--- src/rtl/tcam_pkg.sv ---
// ---------------------------------------------------------------------------
// tcam_pkg
// Shared definitions for the TCAM routing memory.
//   mode_t  : 3-bit command decoded by tcam_mem every cycle
//   MODE_I  : idle (also used for the undefined encodings 110/111)
//   MODE_W  : write one plane / valid bit of an entry
//   MODE_R  : read one plane / valid bit of an entry
//   MODE_F  : fire lookup keyed by the source packet ID
//   MODE_C  : masked compare against the full entry width
//   MODE_RST: flush, clears every valid bit but keeps the planes
// ---------------------------------------------------------------------------
package tcam_pkg;

   typedef enum logic [2:0] {
      MODE_I   = 3'b000,
      MODE_W   = 3'b001,
      MODE_R   = 3'b010,
      MODE_F   = 3'b011,
      MODE_C   = 3'b100,
      MODE_RST = 3'b101
   } mode_t;

endpackage

--- src/rtl/tcam_match_line.sv ---
// ---------------------------------------------------------------------------
// tcam_match_line
// Ternary compare for a single TCAM entry.
//   key     : search key (compare data or {PacketID, zeros} on fire)
//   mask    : key mask, 1 = bit takes part in the search
//   data    : stored data plane of the entry
//   care    : stored care plane, 1 = bit is compared, 0 = don't care
//   valid   : entry valid bit
//   bank_en : compare enable of the bank this entry belongs to
//   match   : 1 when the entry hits
// ---------------------------------------------------------------------------
module tcam_match_line #(
   parameter int Bits = 8
) (
   input  logic [Bits-1:0] key,
   input  logic [Bits-1:0] mask,
   input  logic [Bits-1:0] data,
   input  logic [Bits-1:0] care,
   input  logic            valid,
   input  logic            bank_en,
   output logic            match
);

   // A bit can only cause a miss when both the entry and the search care
   // about it and the stored value differs from the key.
   logic [Bits-1:0] mismatch_bits;

   assign mismatch_bits = care & mask & (data ^ key);
   assign match         = valid & bank_en & ~(|mismatch_bits);

endmodule

--- src/rtl/tcam_mem.sv ---
// ---------------------------------------------------------------------------
// tcam_mem
// Ternary CAM routing memory for the spiking-neuron packet fabric.
//   clk, rst     : clock and synchronous active-high reset
//   MODE         : command (idle/write/read/fire/compare/flush)
//   PacketID_In  : source ID used as key on fire
//   Data_In      : write data / compare key
//   Mskb_In      : write-bit enable on write, key mask on compare
//   A_In         : entry address for write/read
//   Dcs_In       : plane select, 1 = data plane, 0 = care plane
//   Vbe_In, Vbi_In : valid-bit access enable and valid bit to write
//   Cbe_In       : per-bank compare enable
//   DstID_Out    : destination ID of the lowest-index hit
//   Data_Out, Vbo_Out : read data and read valid bit
//   Hit_Out, HitLine_Out : any-hit flag and per-entry match vector
// Entry layout: data[Bits-1 -: ID_Width] = source ID,
//               data[ID_Width-1:0]       = destination ID.
// ---------------------------------------------------------------------------
module tcam_mem
   import tcam_pkg::*;
#(
   parameter int ID_Width    = 4,
   parameter int AddressSize = 4,
   parameter int Bits        = 8,
   parameter int Words       = 16,
   parameter int BankSize    = 1
) (
   input  logic                   clk,
   input  logic                   rst,
   input  logic [2:0]             MODE,
   input  logic [ID_Width-1:0]    PacketID_In,
   input  logic [Bits-1:0]        Data_In,
   input  logic [Bits-1:0]        Mskb_In,
   input  logic [AddressSize-1:0] A_In,
   input  logic                   Dcs_In,
   input  logic                   Vbe_In,
   input  logic                   Vbi_In,
   input  logic [BankSize-1:0]    Cbe_In,
   output logic [ID_Width-1:0]    DstID_Out,
   output logic [Bits-1:0]        Data_Out,
   output logic                   Vbo_Out,
   output logic                   Hit_Out,
   output logic [Words-1:0]       HitLine_Out
);

   localparam int EntriesPerBank = Words / BankSize;

   mode_t mode;

   logic [Bits-1:0]     data_mem [Words];
   logic [Bits-1:0]     care_mem [Words];
   logic [Words-1:0]    valid_mem;

   logic [Bits-1:0]     search_key;
   logic [Bits-1:0]     search_mask;
   logic                fire_cmd;
   logic [Words-1:0]    hit_line;
   logic [ID_Width-1:0] dst_next;

   assign mode     = mode_t'(MODE);
   assign fire_cmd = (mode == MODE_F);

   // Fire searches only on the source-ID field, so the low bits of both
   // key and mask are forced to zero and every bank is enabled.
   always_comb begin
      search_key  = Data_In;
      search_mask = Mskb_In;
      if (fire_cmd) begin
         search_key  = {PacketID_In, {(Bits-ID_Width){1'b0}}};
         search_mask = {{ID_Width{1'b1}}, {(Bits-ID_Width){1'b0}}};
      end
   end

   // One ternary compare per entry; the bank an entry belongs to is fixed
   // by its address, so the bank enable is selected at elaboration.
   for (genvar e = 0; e < Words; e++) begin : g_line
      localparam int Bank = e / EntriesPerBank;
      logic bank_en;

      assign bank_en = fire_cmd | Cbe_In[Bank];

      tcam_match_line #(
         .Bits (Bits)
      ) u_line (
         .key     (search_key),
         .mask    (search_mask),
         .data    (data_mem[e]),
         .care    (care_mem[e]),
         .valid   (valid_mem[e]),
         .bank_en (bank_en),
         .match   (hit_line[e])
      );
   end

   // Priority encoder: scanning from the top down lets the lowest-index hit
   // overwrite any higher one, so it wins.
   always_comb begin
      dst_next = '0;
      for (int e = Words - 1; e >= 0; e--) begin
         if (hit_line[e]) begin
            dst_next = data_mem[e][ID_Width-1:0];
         end
      end
   end

   // Storage and output registers. Results of read/compare/fire hold until
   // the next command of the same class, so each command updates only its
   // own outputs. Reset wins over any command in the same cycle.
   always_ff @(posedge clk) begin
      if (rst) begin
         for (int e = 0; e < Words; e++) begin
            data_mem[e] <= '0;
            care_mem[e] <= '0;
         end
         valid_mem   <= '0;
         DstID_Out   <= '0;
         Data_Out    <= '0;
         Vbo_Out     <= 1'b0;
         Hit_Out     <= 1'b0;
         HitLine_Out <= '0;
      end else begin
         case (mode)
            MODE_W: begin
               if (Dcs_In) begin
                  data_mem[A_In] <= (data_mem[A_In] & ~Mskb_In) | (Data_In & Mskb_In);
               end else begin
                  care_mem[A_In] <= (care_mem[A_In] & ~Mskb_In) | (Data_In & Mskb_In);
               end
               if (Vbe_In) begin
                  valid_mem[A_In] <= Vbi_In;
               end
            end
            MODE_R: begin
               Data_Out <= Dcs_In ? data_mem[A_In] : care_mem[A_In];
               Vbo_Out  <= Vbe_In ? valid_mem[A_In] : 1'b0;
            end
            MODE_F, MODE_C: begin
               HitLine_Out <= hit_line;
               Hit_Out     <= |hit_line;
               DstID_Out   <= dst_next;
            end
            MODE_RST: begin
               valid_mem <= '0;
            end
            default: begin
            end
         endcase
      end
   end

endmodule

--- config.mk ---
export PLATFORM = sky130hd
export DESIGN_NAME = tcam_mem
export DESIGN_NICKNAME = d
export VERILOG_FILES = /design/src/rtl/tcam_pkg.sv /design/src/rtl/tcam_match_line.sv /design/src/rtl/tcam_mem.sv
export SDC_FILE = /design/constraint.sdc
export NUM_CORES = 1
export LEC_CHECK = 0
export ABC_CLOCK_PERIOD_IN_PS = 3800
export BUFFER_PORTS_ARGS = -buffer_cell sky130_fd_sc_hd__buf_2
export CAP_MARGIN = 20
export CELL_PAD_IN_SITES_DETAIL_PLACEMENT = 1
export CELL_PAD_IN_SITES_GLOBAL_PLACEMENT = 2
export CORE_MARGIN = 2
export CORE_UTILIZATION = 42
export DETAILED_ROUTE_END_ITERATION = 10
export GPL_ROUTABILITY_DRIVEN = 0
export PLACE_DENSITY_LB_ADDON = 0.3
export SLEW_MARGIN = 10
export SYNTH_ARGS = -nofsm -noshare
export SYNTH_HDL_FRONTEND = slang
export SYNTH_SLANG_ARGS = --single-unit
--- constraint.sdc ---
create_clock -name clk -period 3.8 [get_ports clk]
set_input_delay 0.19 -clock clk [delete_from_list [all_inputs] [get_ports clk]]
set_output_delay 0.19 -clock clk [all_outputs]
set_load 0.02 [all_outputs]
==> results by group <==
Setup path
  • Buffer and inverter count on the worst path: 0
  • CP arrival: between 3 and 4 ns
  • R2R depth: 9
  • CP top delay family: compound AO/OA/AOI/OAI gates
  • Setup CP Type: flip-flop to flip-flop
  • Startpoint type of the worst setup path: flip-flop
  • Crit-path cells: xnor2_1, o211ai_1, a2111oi_0, and3_1, a21boi_2, a22oi_1, a211o_1, a32o_1, a2111oi_2
  • Worst path max stage delay: 0.63 ns
  • R2r endpoint: DstID_Out[3]
  • CP endpoint kind: flip-flop
  • CP Max Fanout: 4
  • Worst EP required: 4.26 ns
  • Reg2Reg Launch Point: data_mem[15][2]
  • Slowest cell on crit path: xnor2_1
  • Reg2reg setup slack: 0.33 ns

Clock network
  • Clk_lat worst skew: 0.57 ns
  • Sinks on the clock net: between 300 and 400
  • Root buffer selected by CTS: clkbuf_16
  • CTS tree: done
  • H-tree depth: 2
  • Post-CTS setup buffer count: 0
  • CTS Buffer Depth: 3
  • Clk slew on worst S/H paths: 0.06 ns
  • Total CTS buffers: 35

Global route
  • GRT overflow: 0
  • Number of global-route vias before repair: 15.5k
  • Antenna violations before repair: 5
  • Largest net degree at the start of global routing: 59
  • All-Layer GR Usage: between 30 and 40%
  • First-pass GRT wire length: ~120000 um

Synth
  • Seq cells post-synth: between 300 and 400
  • Syn_area_per_cell: 10.7 um2
  • Mapped Nets: 1691
  • Part of the Yosys area used for sequential elements: 48.6%
  • Synth Cell Area: around 0.018 mm2
  • Synth area leaders: edfxtp_1, mux4_2, nor2_1
  • Asr flop ratio synth: 0%
  • EDFF count, synth: ~260
  • Syn Inst Count: ~1.7k
  • Share of the synthesized area in the top cell type: 43.4%
  • Main synth FF type: edfxtp_1
  • Yosys top cell by area: edfxtp_1
  • Ys Warns: 0
  • Yosys cell types: 84

Die
  • Cell Rows: 75
  • Ports: 63
  • Die width: about 210 um
  • Die area: around 0.044 mm2
  • Die Span Y: 209 um
  • Core region area: 0.0418 mm2
  • Initial Util: approximately 42%

Pwr
  • Static leakage: between 7 and 8 nW
  • Int Pwr: approximately 6 mW
  • Sequential share of power: a little under half
  • Pwr dens: between 400 and 500 mW/mm2
  • Sw Share: between 20 and 30%
  • Clock Power Share: around two fifths
  • NetSw: 2.39 mW
  • Peak supply drop: about 0.38 mV
  • Comb power frac: 13.8%

Timing
  • Total negative slack: 0 ns
  • Final period utilization: 91.4%
  • Endpoints failing setup: 0
  • Max-slew violations: 0
  • Min Tclk post-route: about 3.5 ns
  • Slew of the pin with the lowest slew margin: 0.934 ns
  • Clk_skew: 0.0203 ns
  • Max Clk Rate: 288 MHz
  • Slew headroom: a little under two fifths
  • Final Hold Vio Count: 0
  • RSZ-0062 raised after global routing: false

Finish
  • Final #Nets: 1753
  • Area growth, synth to finish: 13.2%
  • Fillcell total: 4534
  • Finished Core Util: between 40% and 50%
  • Layout cells sized above 1: about 18%
  • Post-Layout Inst Area: 0.0201 mm2

Placement
  • Cell area after placement: about 0.019 mm2
  • I/O Buffers: 62
  • DP HPWL: 61800 um

Worst hold path
  • Min-delay src: Vbi_In
  • Hold/Removal Path Class: primary input to flip-flop
  • WHS Path Cells: 3
  • WHS Endpoint: valid_mem[1]

Run status
  • Status: complete, no violations

Detailed routing
  • Final WL: roughly 80000 um
  • ANT nets after route: 0
  • Detailed Route Iter0 Violations: 2075
  • Drt pass-1 iters: 6
  • Vias: about 16k
  • # DRC: 0
  • Via-to-Cell Ratio: between 6 and 7
  • Wirelength per Cell: 35.8 um

Flow run
  • Max cap viols: 0
## tightest hold or removal path, delay by kind of cell
| family | cells | cell delay, ns |
|---|---|---|
| AND/OR/NAND/NOR | 1 | 0.04 |
| buffers and inverters | 1 | 0.22 |
| multiplexers | 1 | 0.17 |
## per-stage QoR
stage	worst slack (ns)	total power, mW	hold WS, ns	cells
after global routing	0.223	8.59	0.151	2287
after global placement	0.319	4.99	0.437	2221
after floorplan	0.619	4.46	0.337	1658
final	0.326	8.41	0.117	2287
after detailed placement	0.230	5.01	0.448	2221
after CTS	0.572	8.39	0.102	2286
## power by group through the flow
| stage | registers [mW] | clock network [mW] | logic (mW) |
|---|---|---|---|
| 4_1_cts | 3.84 | 3.44 | 1.10 |
| 2_1_floorplan | 3.83 | 0 | 0.627 |
| 5_1_grt | 3.85 | 3.55 | 1.18 |
| 6_report | 3.85 | 3.40 | 1.16 |
| 3_5_place_dp | 3.91 | 0 | 1.10 |
| 3_3_place_gp | 3.91 | 0 | 1.08 |
## flip-flops by register name, summed over array words and instances (netlist names)
register,count
care_mem,128
data_mem,128
HitLine_Out,16
valid_mem,16
Data_Out,8
DstID_Out,4
Hit_Out,1
Vbo_Out,1
## kinds of logic (layout without fill, tap and decap cells)
| logic type | Yosys count | in the layout | share of synthesized area [%] |
|---|---|---|---|
| mux | 121 | 121 | 12.8 |
| xor+xnor | 114 | 114 | 5.63 |
| flops | 302 | 302 | 48.6 |
| other cells | 0 | 1 | 0 |
| buf+inv | 154 | 243 | 3.57 |
| compound gates | 229 | 229 | 9.01 |
| simple gates | 738 | 738 | 20.4 |
## what timing repair did
action / CTS / global route
endpoints found under the hold margin: 1 / 0
hold buffers: 1 / 0
resized for setup: 0 / 0
## metal layers
layer  routed length [um]  vias to the layer above  track usage [%]
li1                     -                     6301                -
met1                29800                     7894             47.4
met2                37000                     1071             58.6
met3                 9210                      304             9.68
met4                 5790                        8             22.4
met5                   49                        -                0
## worst max path at each step
stage,from,to,depth (start not counted)
CTS,care_mem[8][7],DstID_Out[3],9
global route,data_mem[14][4],DstID_Out[3],9
global placement,MODE[0],DstID_Out[2],11
floorplan,A_In[0],care_mem[0][6],8
detailed placement,MODE[0],DstID_Out[0],12
finish,data_mem[15][2],DstID_Out[3],9
## layout by cell type, fill, tap and decap left out, types with 21 or more instances in the layout
cell type	instances
a21oi_1	38
buf_2	60
buf_4	84
clkbuf_16	36
dfxtp_1	46
edfxtp_1	256
inv_1	31
mux2i_1	30
mux4_2	85
nand2_1	112
nand2b_1	56
nand3_1	54
nand4_1	45
nor2_1	332
nor3_1	24
o21ai_0	35
xnor2_1	21
xor2_1	93
## synth_stat cells (14+ instances only)
| cell | instances |
|---|---|
| nor2_1 | 332 |
| edfxtp_1 | 256 |
| nand2_1 | 112 |
| xor2_1 | 93 |
| mux4_2 | 85 |
| clkbuf_1 | 84 |
| nand2b_1 | 56 |
| nand3_1 | 54 |
| dfxtp_1 | 46 |
| nand4_1 | 45 |
| a21oi_1 | 38 |
| mux2i_1 | 35 |
| o21ai_0 | 35 |
| inv_1 | 31 |
| buf_2 | 26 |
| nor3_1 | 24 |
| xnor2_1 | 21 |
| nand4b_1 | 20 |
| o22ai_1 | 16 |
| a211oi_1 | 14 |
| a31oi_1 | 14 |
| nand3b_1 | 14 |
## cell type report
type | count | area, um2 | share of cell area (%)
Inverter | 31 | 116 | 0.580
Clock buffer | 48 | 986 | 4.92
Timing Repair Buffer | 148 | 1000 | 4.99
Multi-Input combinational cell | 1202 | 8520 | 42.5
Clock inverter | 16 | 144 | 0.717
Sequential cell | 302 | 8610 | 42.9
Tap cell | 539 | 674 | 3.36
Antenna cell | 1 | 2.50 | 0.0125
(Power assumes the default switching activity.)
